### src/rtl/picosoc_iomem_mux.sv
// picosoc_iomem_mux: decodes the CPU-side iomem bus onto NUM_SLAVES
// peripheral ports using base/mask windows. Slave strobes and request
// fields are registered. A per-transaction timeout aborts requests to slaves
// that never answer. Decode misses and timeouts complete on the master side
// with ERR_RDATA and update a small error status block.
`timescale 1ns/1ps

module picosoc_iomem_mux #(
    parameter int                      NUM_SLAVES     = 4,
    parameter logic [32*NUM_SLAVES-1:0] SLAVE_BASE    = {NUM_SLAVES{32'h0300_0000}},
    parameter logic [32*NUM_SLAVES-1:0] SLAVE_MASK    = {NUM_SLAVES{32'hFF00_0000}},
    parameter int                      TIMEOUT_CYCLES = 255,
    parameter logic [31:0]             ERR_RDATA      = 32'hBADD_ADD5
) (
    input  logic                       clk,
    input  logic                       reset,
    // master side
    input  logic                       m_valid,
    output logic                       m_ready,
    input  logic [3:0]                 m_wstrb,
    input  logic [31:0]                m_addr,
    input  logic [31:0]                m_wdata,
    output logic [31:0]                m_rdata,
    // slave side
    output logic [NUM_SLAVES-1:0]      s_valid,
    input  logic [NUM_SLAVES-1:0]      s_ready,
    output logic [3:0]                 s_wstrb,
    output logic [31:0]                s_addr,
    output logic [31:0]                s_wdata,
    input  logic [32*NUM_SLAVES-1:0]   s_rdata,
    // error status
    output logic                       err_irq,
    output logic [7:0]                 err_count,
    output logic [31:0]                err_addr,
    output logic                       err_timeout
);

    localparam int          IDX_W    = (NUM_SLAVES > 1) ? $clog2(NUM_SLAVES) : 1;
    localparam logic [15:0] TOUT_LAST = 16'(TIMEOUT_CYCLES - 1);

    typedef enum logic [2:0] {
        IDLE,
        BUSY,
        RESP,
        DERR,
        TOUT
    } state_t;

    state_t                 state;
    logic [IDX_W-1:0]       sel;
    logic [15:0]            tout_cnt;

    logic                   hit;
    logic [IDX_W-1:0]       hit_idx;
    logic                   sel_ready;
    logic [31:0]            sel_rdata;
    logic [7:0]             err_count_next;

    // Address decode: scan from the top index down so the lowest matching window wins.
    // NOTE: every signal written here gets a default first, otherwise a path
    // that skips the assignment would infer a latch.
    always_comb begin
        hit     = 1'b0;
        hit_idx = '0;
        for (int i = NUM_SLAVES - 1; i >= 0; i--) begin
            if ((m_addr & SLAVE_MASK[32*i +: 32]) ==
                (SLAVE_BASE[32*i +: 32] & SLAVE_MASK[32*i +: 32])) begin
                hit     = 1'b1;
                hit_idx = IDX_W'(i);
            end
        end
    end

    // Route the ready and read data of the currently selected slave only.
    always_comb begin
        sel_ready = 1'b0;
        sel_rdata = '0;
        for (int i = 0; i < NUM_SLAVES; i++) begin
            if (sel == IDX_W'(i)) begin
                sel_ready = s_ready[i];
                sel_rdata = s_rdata[32*i +: 32];
            end
        end
    end

    // Saturating increment shared by both error paths.
    always_comb begin
        err_count_next = (err_count == 8'hFF) ? err_count : err_count + 8'd1;
    end

    // Transaction FSM; every output is registered so slave strobes cannot glitch.
    // NOTE: sequential state uses non-blocking assignments so all registers
    // update together from the values seen at the clock edge.
    always_ff @(posedge clk) begin
        if (reset) begin
            state       <= IDLE;
            sel         <= '0;
            tout_cnt    <= '0;
            m_ready     <= 1'b0;
            m_rdata     <= '0;
            s_valid     <= '0;
            s_wstrb     <= '0;
            s_addr      <= '0;
            s_wdata     <= '0;
            err_irq     <= 1'b0;
            err_count   <= '0;
            err_addr    <= '0;
            err_timeout <= 1'b0;
        end else begin
            m_ready <= 1'b0;
            err_irq <= 1'b0;
            case (state)
                IDLE: begin
                    if (m_valid) begin
                        s_addr   <= m_addr;
                        s_wdata  <= m_wdata;
                        s_wstrb  <= m_wstrb;
                        tout_cnt <= '0;
                        if (hit) begin
                            sel     <= hit_idx;
                            s_valid <= NUM_SLAVES'(1) << hit_idx;
                            state   <= BUSY;
                        end else begin
                            m_ready     <= 1'b1;
                            m_rdata     <= ERR_RDATA;
                            err_irq     <= 1'b1;
                            err_count   <= err_count_next;
                            err_addr    <= m_addr;
                            err_timeout <= 1'b0;
                            state       <= DERR;
                        end
                    end
                end
                BUSY: begin
                    if (!m_valid) begin
                        // master withdrew the request: silent abort
                        s_valid <= '0;
                        state   <= IDLE;
                    end else if (sel_ready) begin
                        m_rdata <= sel_rdata;
                        m_ready <= 1'b1;
                        s_valid <= '0;
                        state   <= RESP;
                    end else if (tout_cnt == TOUT_LAST) begin
                        s_valid     <= '0;
                        m_ready     <= 1'b1;
                        m_rdata     <= ERR_RDATA;
                        err_irq     <= 1'b1;
                        err_count   <= err_count_next;
                        err_addr    <= s_addr;
                        err_timeout <= 1'b1;
                        state       <= TOUT;
                    end else begin
                        tout_cnt <= tout_cnt + 16'd1;
                    end
                end
                RESP, DERR, TOUT: begin
                    // m_ready and error status were loaded on entry; this is the response cycle
                    state <= IDLE;
                end
                default: state <= IDLE;
            endcase
        end
    end

endmodule

### config.mk
export PLATFORM = sky130hd
export DESIGN_NAME = picosoc_iomem_mux
export DESIGN_NICKNAME = d
export VERILOG_FILES = /design/src/rtl/picosoc_iomem_mux.sv
export SDC_FILE = /design/constraint.sdc
export NUM_CORES = 1
export LEC_CHECK = 0
export BUFFER_PORTS_ARGS = -buffer_cell sky130_fd_sc_hd__buf_2
export CORE_AREA = 2 2 137 139
export DETAILED_ROUTE_END_ITERATION = 12
export DIE_AREA = 0 0 139 141
export PLACE_DENSITY = 0.78
export SYNTH_ARGS = -nofsm -noshare
export SYNTH_HDL_FRONTEND = slang
export SYNTH_SLANG_ARGS = --single-unit
### constraint.sdc
create_clock -name clk -period 3.28 [get_ports clk]
set_input_delay 0.656 -clock clk [delete_from_list [all_inputs] [get_ports clk]]
set_output_delay 0.656 -clock clk [all_outputs]
set_load 0.005 [all_outputs]
==> results of run 1 <==
synthesized netlist by cell type (2+ instances only):
master / n / area share
a211oi_1: 36 / 0.042
a21oi_1: 123 / 0.095
a41oi_1: 3 / 0.0041
and2_1: 2 / 0.0019
and3_1: 7 / 0.0068
buf_2: 22 / 0.017
buf_4: 3 / 0.0035
buf_6: 2 / 0.0035
clkbuf_1: 35 / 0.020
dfxtp_1: 163 / 0.50
ha_1: 3 / 0.0058
inv_1: 6 / 0.0035
mux2i_1: 34 / 0.053
nand2_1: 160 / 0.093
nand3_1: 14 / 0.011
nand4_1: 3 / 0.0029
nor2_1: 19 / 0.011
nor3_1: 3 / 0.0023
nor3b_1: 2 / 0.0023
nor4_1: 4 / 0.0039
nor4b_1: 3 / 0.0041
o211a_1: 2 / 0.0031
o211ai_1: 3 / 0.0035
o21a_1: 2 / 0.0023
o21ai_0: 15 / 0.012
o21ai_1: 3 / 0.0023
o221a_2: 21 / 0.037
o31a_1: 2 / 0.0027
o31ai_1: 2 / 0.0023
or3_1: 6 / 0.0058
or4_1: 2 / 0.0023
xnor2_1: 4 / 0.0054
xor2_1: 6 / 0.0081
cells in the final DEF (no fill, tap or decap), types with 4 or more instances in the layout:
| cell | Yosys | final |
|---|---|---|
| mux2i_1 | 34 | 34 |
| and3_1 | 7 | 7 |
| buf_2 | 22 | 246 |
| clkinv_4 | 0 | 4 |
| or3_1 | 6 | 6 |
| clkbuf_16 | 0 | 17 |
| dfxtp_1 | 163 | 163 |
| xnor2_1 | 4 | 4 |
| nor4_1 | 4 | 4 |
| o221a_2 | 21 | 21 |
| xor2_1 | 6 | 6 |
| nand3_1 | 14 | 14 |
| nor2_1 | 19 | 18 |
| inv_1 | 6 | 6 |
| buf_4 | 3 | 14 |
| a21oi_1 | 123 | 123 |
| nand2_1 | 160 | 159 |
| a211oi_1 | 36 | 36 |
| o21ai_0 | 15 | 15 |
stage by stage:
| stage | util | std cells | hold slack, ps |
|---|---|---|---|
| floorplan | - | 734 | 441 |
| global placement | 0.432 | 1167 | 439 |
| detailed placement | 0.432 | 1167 | 444 |
| CTS | 0.464 | 1199 | 445 |
| global route | 0.464 | 1199 | 447 |
| finish | 0.464 | 1199 | 452 |
sequential cells by signal, summed over array words and instances, names as in the netlist:
signal and count:
m_ready 1, tout_cnt 16, s_wstrb 4, err_count 8, s_wdata 32, m_rdata 32, s_addr 32, err_irq 1
s_valid 1, err_addr 32, state 3, err_timeout 1
cell type report:
class | count | area (um^2)
clock buffers | 19 | 443
clock inverters | 13 | 151
fillers | 1798 | 9790
inverters | 6 | 22.5
multi-input cells | 503 | 2950
flip-flops and latches | 163 | 3260
well taps | 234 | 293
repair buffers | 261 | 1360
worst max path at each step:
stage / end / cells after the start
3_3_place_gp: m_rdata[7]$_SDFFE_PP0P_ / 9
6_report: err_irq$_SDFF_PP0_ / 5
4_1_cts: err_irq$_SDFF_PP0_ / 5
3_5_place_dp: m_rdata[23]$_SDFFE_PP0P_ / 9
5_1_grt: err_irq$_SDFF_PP0_ / 5
2_1_floorplan: m_rdata[0]$_SDFFE_PP0P_ / 6
logic make-up (layout without fill, tap and decap cells):
logic type / count (synthesis) / in the layout
AO/OA/AOI/OAI: 215 / 215
XOR/XNOR: 10 / 10
adder cells (fa/ha/maj): 3 / 3
buffers and inverters: 68 / 299
flip-flops: 163 / 163
multiplexers: 35 / 35
other: 1 / 3
AND/OR/NAND/NOR: 237 / 237
power groups by stage:
| stage | clock network, W | registers [W] | logic [W] |
|---|---|---|---|
| global placement | 0 | 0.00221 | 0.000590 |
| detailed placement | 0 | 0.00221 | 0.000600 |
| finish | 0.00202 | 0.00217 | 0.000595 |
| CTS | 0.00207 | 0.00217 | 0.000601 |
| global route | 0.00215 | 0.00218 | 0.000661 |
| floorplan | 0 | 0.00222 | 0.000308 |
routing by layer:
| metal | vias to the layer above | track usage | wire length, um |
|---|---|---|---|
| met4 | 2 | 0.0702 | 389 |
| met2 | 190 | 0.312 | 8980 |
| met5 | - | 0 | 13 |
| met1 | 2906 | 0.244 | 8560 |
| met3 | 30 | 0.0594 | 1190 |
| li1 | 3018 | - | - |
worst register-to-register path, stage by stage, from the launching register on:
cell and delay, ps:
dfxtp_1 410, nand3_2 150, or2_1 400, o31a_1 490, nor2_4 800, nor4b_1 320
==> summary.txt, run 1 <==
status: finished, final reports clean
Ys Warns: 0
Crit Path Class: reg2reg
setup bufs post-CTS: 0
unrepaired setup endpoints after global routing: false
Int Pwr: 0.00351 W
design area: 0.00848 mm^2
R2R Setup Slk: 630 ps
crit-path max FO: 35
VDD IR max: 349 uV
Seq pwr share: 0.454
routed len/inst: 16.0 um
mux contribution to synthesized area: 0.0543
final setup violation count: 0
die height: 141 um
H-tree levels: 4
crit-path cells: nand3_2, or2_1, o31a_1, nor2_4, nor4b_1
ratio of cells with drive above 1 in the final layout: 0.336
die extent in x: 139 um
period utilization: 0.809
largest family of logic cells by synthesized area: compound AO/OA/AOI/OAI gates
PnR Total Power: 0.00478 W
final worst setup slack: 625 ps
Post-Synth Adder-Cell Area: 0.00579
Total Routing Usage GR: 0.193
CTS buffer count: 17
Static Leakage: 3.66 nW
Comb pwr share: 0.124
hold path start: s_wdata[27]$_SDFFE_PP0P_
Async SR Flop Fraction: 0
I/O pin total: 350
crit end category: flop
Starting Density: 0.355
WP data required: 3610 ps
CP bufs+invs: 0
critical path startpoint category: flop
Post-Route WL: 19.1 mm
Starting DRT DRC Count: 386
largest net degree at the start of global routing: 74
CP startpoint: tout_cnt[2]$_SDFFE_PP0P_
Core Box Area: 0.0183 mm^2
DP Worst Slack: 627 ps
final setup skew: 12.0 ps
vias in the first global route: 5984
Simple-Gate Fraction of Synth Area: 0.164
clock network power share: 0.422
clk slew on worst S/H paths: 70 ps
post-detail-place hpwl: 12.7 mm
top_reg_cell synth: dfxtp_1
Achievable Freq: 377 MHz
remaining global-route overflow: 0
Via density: 5.13
Die ar.: 0.0196 mm^2
Placer Congestion: 0.818
CTS tree: built
worst slew pin tran: 998 ps
Final ANT Viol Nets: 0
Worst R2R End: err_irq$_SDFF_PP0_
Synth Instances: 732
Max stage delay on crit path: 800 ps
Port Buffers: 247
HP Class: reg2reg
Worst Hold End: s_wdata[27]$_SDFFE_PP0P_
Final Hold Viols: 0
Max Cap Viol: 0
first-pass GRT wire length: 30.5 mm
Gates resized, CTS repair: 0
Via Count: 6146
Compound-Gate Fraction of Synth Area: 0.211
CTS Sinks: 163
# DRC: 0
CTS Buffer Depth: 2
post-synthesis sequential area ratio: 0.504
EDFF count, synth: 0
TNS Setup: 0 ps
Critical Path Slowest Stage Cell: nor2_4
cell at the root of the clock tree: clkbuf_16
n_diodes: 0
row count: 50
Slew Limit Headroom: 0.333
post-layout net count: 1158
post-synthesis instance area: 0.00648 mm^2
TritonRoute pass-1 iters: 6
RR Startpoint: tout_cnt[2]$_SDFFE_PP0P_
CP arrival: 2980 ps
Slew Limit Fails: 0
Syn-to-layout area delta: 30.9%
Yosys cell types: 50
XOR/XNOR Fraction of Synth Area: 0.0135
placed cell areas: 0.00789 mm^2
worst reg2reg path depth: 5
NetSw: 0.00127 W
Pwr Density: 564 mW/mm^2
crit path time final: 2650 ps
initial antenna violation count: 1
worst skew pair latency: 430 ps
cell family with most CP delay: simple AND/OR/NAND/NOR gates
syn_area_per_cell: 8.85 um^2
#FFs+latches synth: 163
Post-CTS Hold Fix Bufs: 0
worst hold stages: 2
Sw Ratio: 0.265
(Power assumes the default switching activity.)
==> run 2: changes to the inputs <==
CORE_AREA = 2 2 135 137   (was 2 2 137 139)
DIE_AREA = 0 0 137 139   (was 0 0 139 141)
PLACE_DENSITY = 0.83   (was 0.78)
clock period = 2.24 ns   (was 3.28 ns; I/O delays follow)
==> summary.txt, run 2 (same netlist as run 1, synthesis figures left out) <==
status: finished, final reports clean
CTS buffer count: 17
Starting Density: 0.367
Placed Cells: 1195
worst skew pair latency: 430 ps
Post-Route WL: 19.8 mm
routed len/inst: 16.1 um
Final ANT Viol Nets: 0
critical path startpoint category: flop
H-tree levels: 4
period utilization: 0.928
Die ar.: 0.0190 mm^2
Slew Limit Fails: 0
CTS tree: built
NetSw: 0.00185 W
CTS Sinks: 163
# DRC: 0
cell at the root of the clock tree: clkbuf_16
VDD IR max: 556 uV
Final Hold Viols: 0
Syn-to-layout area delta: 35.2%
final setup violation count: 0
Finished Layout Cells: 1229
TNS Setup: 0 ps
Via density: 5.16
Placer Congestion: 0.819
Core Box Area: 0.0177 mm^2
unrepaired setup endpoints after global routing: false
HP Class: in2reg
Critical Path Slowest Stage Cell: o31a_1
Via Count: 6337
Hold Worst Slack: 251 ps
Pwr Density: 783 mW/mm^2
first-pass GRT wire length: 31.4 mm
Seq pwr share: 0.463
crit-path cells: nor4_2, nand4b_2, o31a_1, buf_4, nor3b_1, mux2_2
clk slew on worst S/H paths: 70 ps
post-layout net count: 1193
die height: 139 um
WP data required: 2550 ps
Crit Path Class: reg2reg
die extent in x: 137 um
largest net degree at the start of global routing: 55
final setup skew: 12.7 ps
I/O pin total: 350
Static Leakage: 3.83 nW
n_diodes: 0
Sw Ratio: 0.269
post-detail-place hpwl: 13.5 mm
Slew Limit Headroom: 0.470
ratio of cells with drive above 1 in the final layout: 0.361
Max stage delay on crit path: 370 ps
worst slew pin tran: 788 ps
initial antenna violation count: 0
clock network power share: 0.402
remaining global-route overflow: 0
design area: 0.00876 mm^2
most frequent cells in the layout: 246 x buf_2, 163 x dfxtp_1, 159 x nand2_1, 123 x a21oi_1, 44 x buf_4
crit end category: flop
Port Buffers: 247
TritonRoute pass-1 iters: 4
Total Routing Usage GR: 0.208
Post-CTS Hold Fix Bufs: 0
CP arrival: 2390 ps
Comb pwr share: 0.135
CTS Buffer Depth: 2
Achievable Freq: 481 MHz
row count: 49
vias in the first global route: 6238
crit path time final: 2080 ps
cell family with most CP delay: simple AND/OR/NAND/NOR gates
Max Cap Viol: 0
Starting DRT DRC Count: 323
crit-path max FO: 12
Int Pwr: 0.00502 W
CP bufs+invs: 1
placed cell areas: 0.00817 mm^2
Final Util: 0.496
leading cell type in the layout, fill and taps excluded: buf_2
[run 2: area by class of cell]
| cell class | instances | area, um^2 |
|---|---|---|
| Fill cell | 1672 | 8900 |
| Sequential cell | 163 | 3260 |
| Multi-Input combinational cell | 504 | 2970 |
| Timing Repair Buffer | 295 | 1660 |
| Clock buffer | 20 | 467 |
| Tap cell | 229 | 287 |
| Clock inverter | 12 | 92.6 |
| Inverter | 6 | 22.5 |
[run 2: repair_timing]
item	CTS	global route
pin swaps	1	1
gates resized for setup	1	1
setup endpoints to repair	3	2
buffers inserted	0	1
cloned	1	0
[run 2: per-layer routing]
| metal | share of wire | GRT usage |
|---|---|---|
| met5 | 0 | 0 |
| met4 | 0.031 | 0.0982 |
| met3 | 0.069 | 0.0577 |
| met2 | 0.47 | 0.330 |
| met1 | 0.43 | 0.259 |
[run 2: final timing paths]
path / startpoint / cells past startpoint / end / slack [ps]
hold / removal: s_rdata[3] / 3 / m_rdata[3]$_SDFFE_PP0P_ / 250
hold reg to reg: s_wdata[3]$_SDFFE_PP0P_ / 2 / s_wdata[3]$_SDFFE_PP0P_ / 450
setup reg to reg: tout_cnt[15]$_SDFFE_PP0P_ / 6 / err_count[2]$_SDFFE_PP0P_ / 160
setup / recovery: tout_cnt[15]$_SDFFE_PP0P_ / 6 / err_count[2]$_SDFFE_PP0P_ / 160
[run 2: per-stage QoR]
stage          power, W  worst slack [ps]
2_1_floorplan   0.00370               312
3_3_place_gp    0.00413             -55.4
3_5_place_dp    0.00415              -143
4_1_cts         0.00694              61.9
5_1_grt         0.00716              14.4
6_report        0.00686               160
[run 2: worst min-delay path, delay by kind of cell]
family	cells	cell delay [ps]
compound gates	1	50
buf+inv	1	90
simple gates	1	40
[run 2: power groups by stage]
stage	Clock, W	Combinational [W]	Sequential (W)
floorplan	0	0.000451	0.00325
CTS	0.00283	0.000929	0.00318
global placement	0	0.000896	0.00323
detailed placement	0	0.000917	0.00324
finish	0.00276	0.000929	0.00318
global route	0.00293	0.00103	0.00320
==> run 3: changes to the inputs <==
ABC_AREA = 1   (was unset)
CORE_AREA = 2 2 138 140   (was 2 2 135 137)
DIE_AREA = 0 0 140 142   (was 0 0 137 139)
==> summary.txt, run 3 <==
Yosys cell types: 37
Static Leakage: 4.18 nW
Achievable Freq: 517 MHz
Starting DRT DRC Count: 277
setup bufs post-CTS: 0
Post-CTS Hold Fix Bufs: 0
grt met1 use: 0.213
EDFF count, synth: 0
#FFs+latches synth: 163
clk slew on worst S/H paths: 70 ps
remaining global-route overflow: 0
post-detail-place hpwl: 12.7 mm
Sw Ratio: 0.292
multi-input logic area: 0.00312 mm^2
Syn-to-layout area delta: 27.3%
Slew Limit Fails: 0
syn_area_per_cell: 7.23 um^2
NetSw: 0.00209 W
Post-Synth Adder-Cell Area: 0.00540
final setup skew: 14.1 ps
crit path time final: 1930 ps
Via Count: 6771
Hold Worst Slack: 268 ps
fill cell total of the finished layout: 1817
post-layout net count: 1392
Area contributors post-synth: dfxtp_1 47%, nand2_1 11%, nor2_1 9.0%
final setup violation count: 0
worst skew pair latency: 420 ps
Yosys top cell by area: dfxtp_1
XOR/XNOR Fraction of Synth Area: 0.00630
most frequent cells in the layout: 247 x buf_2, 211 x nand2_1, 167 x nor2_1, 163 x dfxtp_1, 106 x o21ai_0
Compound-Gate Fraction of Synth Area: 0.158
largest family of logic cells by synthesized area: simple AND/OR/NAND/NOR gates
post-synthesis sequential area ratio: 0.470
I/O pin total: 350
# DRC: 16
CTS Sinks: 163
critical path startpoint category: flop
routed len/inst: 12.6 um
row count: 50
Placer Congestion: 0.823
Port Buffers: 247
crit-path max FO: 43
count leader, synth: nand2_1
Slew Limit Headroom: 0.544
CTS buffer count: 17
H-tree levels: 4
Core Box Area: 0.0185 mm^2
leading cell type in the layout, fill and taps excluded: buf_2
GRT busiest layer: met2
n_diodes: 0
cell at the root of the clock tree: clkbuf_16
VDD IR max: 557 uV
first-pass GRT wire length: 28.7 mm
Seq pwr share: 0.457
Gates resized, CTS repair: 0
post-synth top area share: 0.470
Simple-Gate Fraction of Synth Area: 0.278
Final Hold Viols: 0
Starting Density: 0.376
HP Class: in2reg
Pwr Density: 810 mW/mm^2
clock network power share: 0.381
unrepaired setup endpoints after global routing: false
register area: 0.00326 mm^2
Async SR Flop Fraction: 0
largest net degree at the start of global routing: 65
Comb pwr share: 0.162
die extent in x: 140 um
Via density: 4.73
M3 GR Usage: 0.0599
Ys Warns: 0
crit end category: flop
mux contribution to synthesized area: 0
post-synthesis instance area: 0.00695 mm^2
Max Cap Viol: 0
Final ANT Viol Nets: 0
Synth Instances: 961
Die ar.: 0.0199 mm^2
worst slew pin tran: 682 ps
TNS Setup: 0 ps
status: finished with violations
top_reg_cell synth: dfxtp_1
violated checks: DRC
Post-Route WL: 18.1 mm
vias in the first global route: 6130
CP arrival: 2250 ps
period utilization: 0.863
initial antenna violation count: 0
WP data required: 2550 ps
CTS Buffer Depth: 2
Crit Path Class: reg2reg
Int Pwr: 0.00507 W
CTS tree: built
M2 GR Usage: 0.298
ratio of cells with drive above 1 in the final layout: 0.266
die height: 142 um
Total Routing Usage GR: 0.176
Post-synth top cells: 211 x nand2_1, 167 x nor2_1, 163 x dfxtp_1
TritonRoute pass-1 iters: 9
[run 3: changes by cell type in the layout (fill, tap and decap cells not counted), moves of 30 or more]
cell	change
buf_4	-31
mux2i_1	-34
nor2_1	+149
a211oi_1	-35
o21ai_0	+91
inv_1	+53
nand2_1	+52
a21oi_1	-30
[run 3: power groups by stage]
| stage | registers, W | logic (W) | clock network, W |
|---|---|---|---|
| 4_1_cts | 0.00327 | 0.00117 | 0.00282 |
| 3_3_place_gp | 0.00332 | 0.00115 | 0 |
| 3_5_place_dp | 0.00333 | 0.00117 | 0 |
| 2_1_floorplan | 0.00335 | 0.000669 | 0 |
| 6_report | 0.00327 | 0.00116 | 0.00273 |
| 5_1_grt | 0.00330 | 0.00132 | 0.00292 |
[run 3: path summary, 6_finish.rpt]
| kind | startpoint | to | slack (ps) | cells after the start |
|---|---|---|---|---|
| max | tout_cnt[0]$_SDFFE_PP0P_ | m_rdata[21]$_SDFFE_PP0P_ | 310 | 11 |
| min | m_wdata[29] | s_wdata[29]$_SDFFE_PP0P_ | 270 | 3 |
| max reg2reg | tout_cnt[0]$_SDFFE_PP0P_ | m_rdata[21]$_SDFFE_PP0P_ | 310 | 11 |
| min reg2reg | s_addr[20]$_SDFFE_PP0P_ | s_addr[20]$_SDFFE_PP0P_ | 460 | 2 |
[run 3: logic make-up after synthesis]
group	count (synthesis)
compound gates	216
xor+xnor	5
fa+ha+maj	3
buf+inv	122
flops	163
other cells	1
simple gates	451
[run 3: layer usage]
layer	wire, um	vias up
li1	-	3502
met1	7900	3051
met2	8620	197
met3	1320	21
met4	287	0
met5	0	-
[run 3: cell type report]
| cell class | instances | share of cell area |
|---|---|---|
| Clock buffer | 19 | 0.0490 |
| Multi-Input combinational cell | 678 | 0.353 |
| Inverter | 64 | 0.0272 |
| Timing Repair Buffer | 262 | 0.155 |
| Clock inverter | 13 | 0.0130 |
| Sequential cell | 163 | 0.369 |
| Tap cell | 234 | 0.0331 |
[run 3: worst max-delay path, cell delays in order, from the launching register on]
cell	delay, ps
dfxtp_1	340
inv_1	80
ha_1	140
nand2_1	80
nor2_4	150
nand2_4	80
nand3_2	70
nand2_2	110
inv_2	530
nand2_1	110
nand2_1	90
nor2_1	40
[run 3: per-stage QoR]
stage	worst slack [ps]	util	cell area, um^2	cells	total power, W
CTS	298	0.479	8840	1433	0.00727
global placement	189	0.449	8290	1401	0.00447
global route	46.7	0.479	8840	1433	0.00754
detailed placement	146	0.449	8290	1401	0.00450
floorplan	801	-	6950	963	0.00402
finish	306	0.479	8840	1433	0.00716
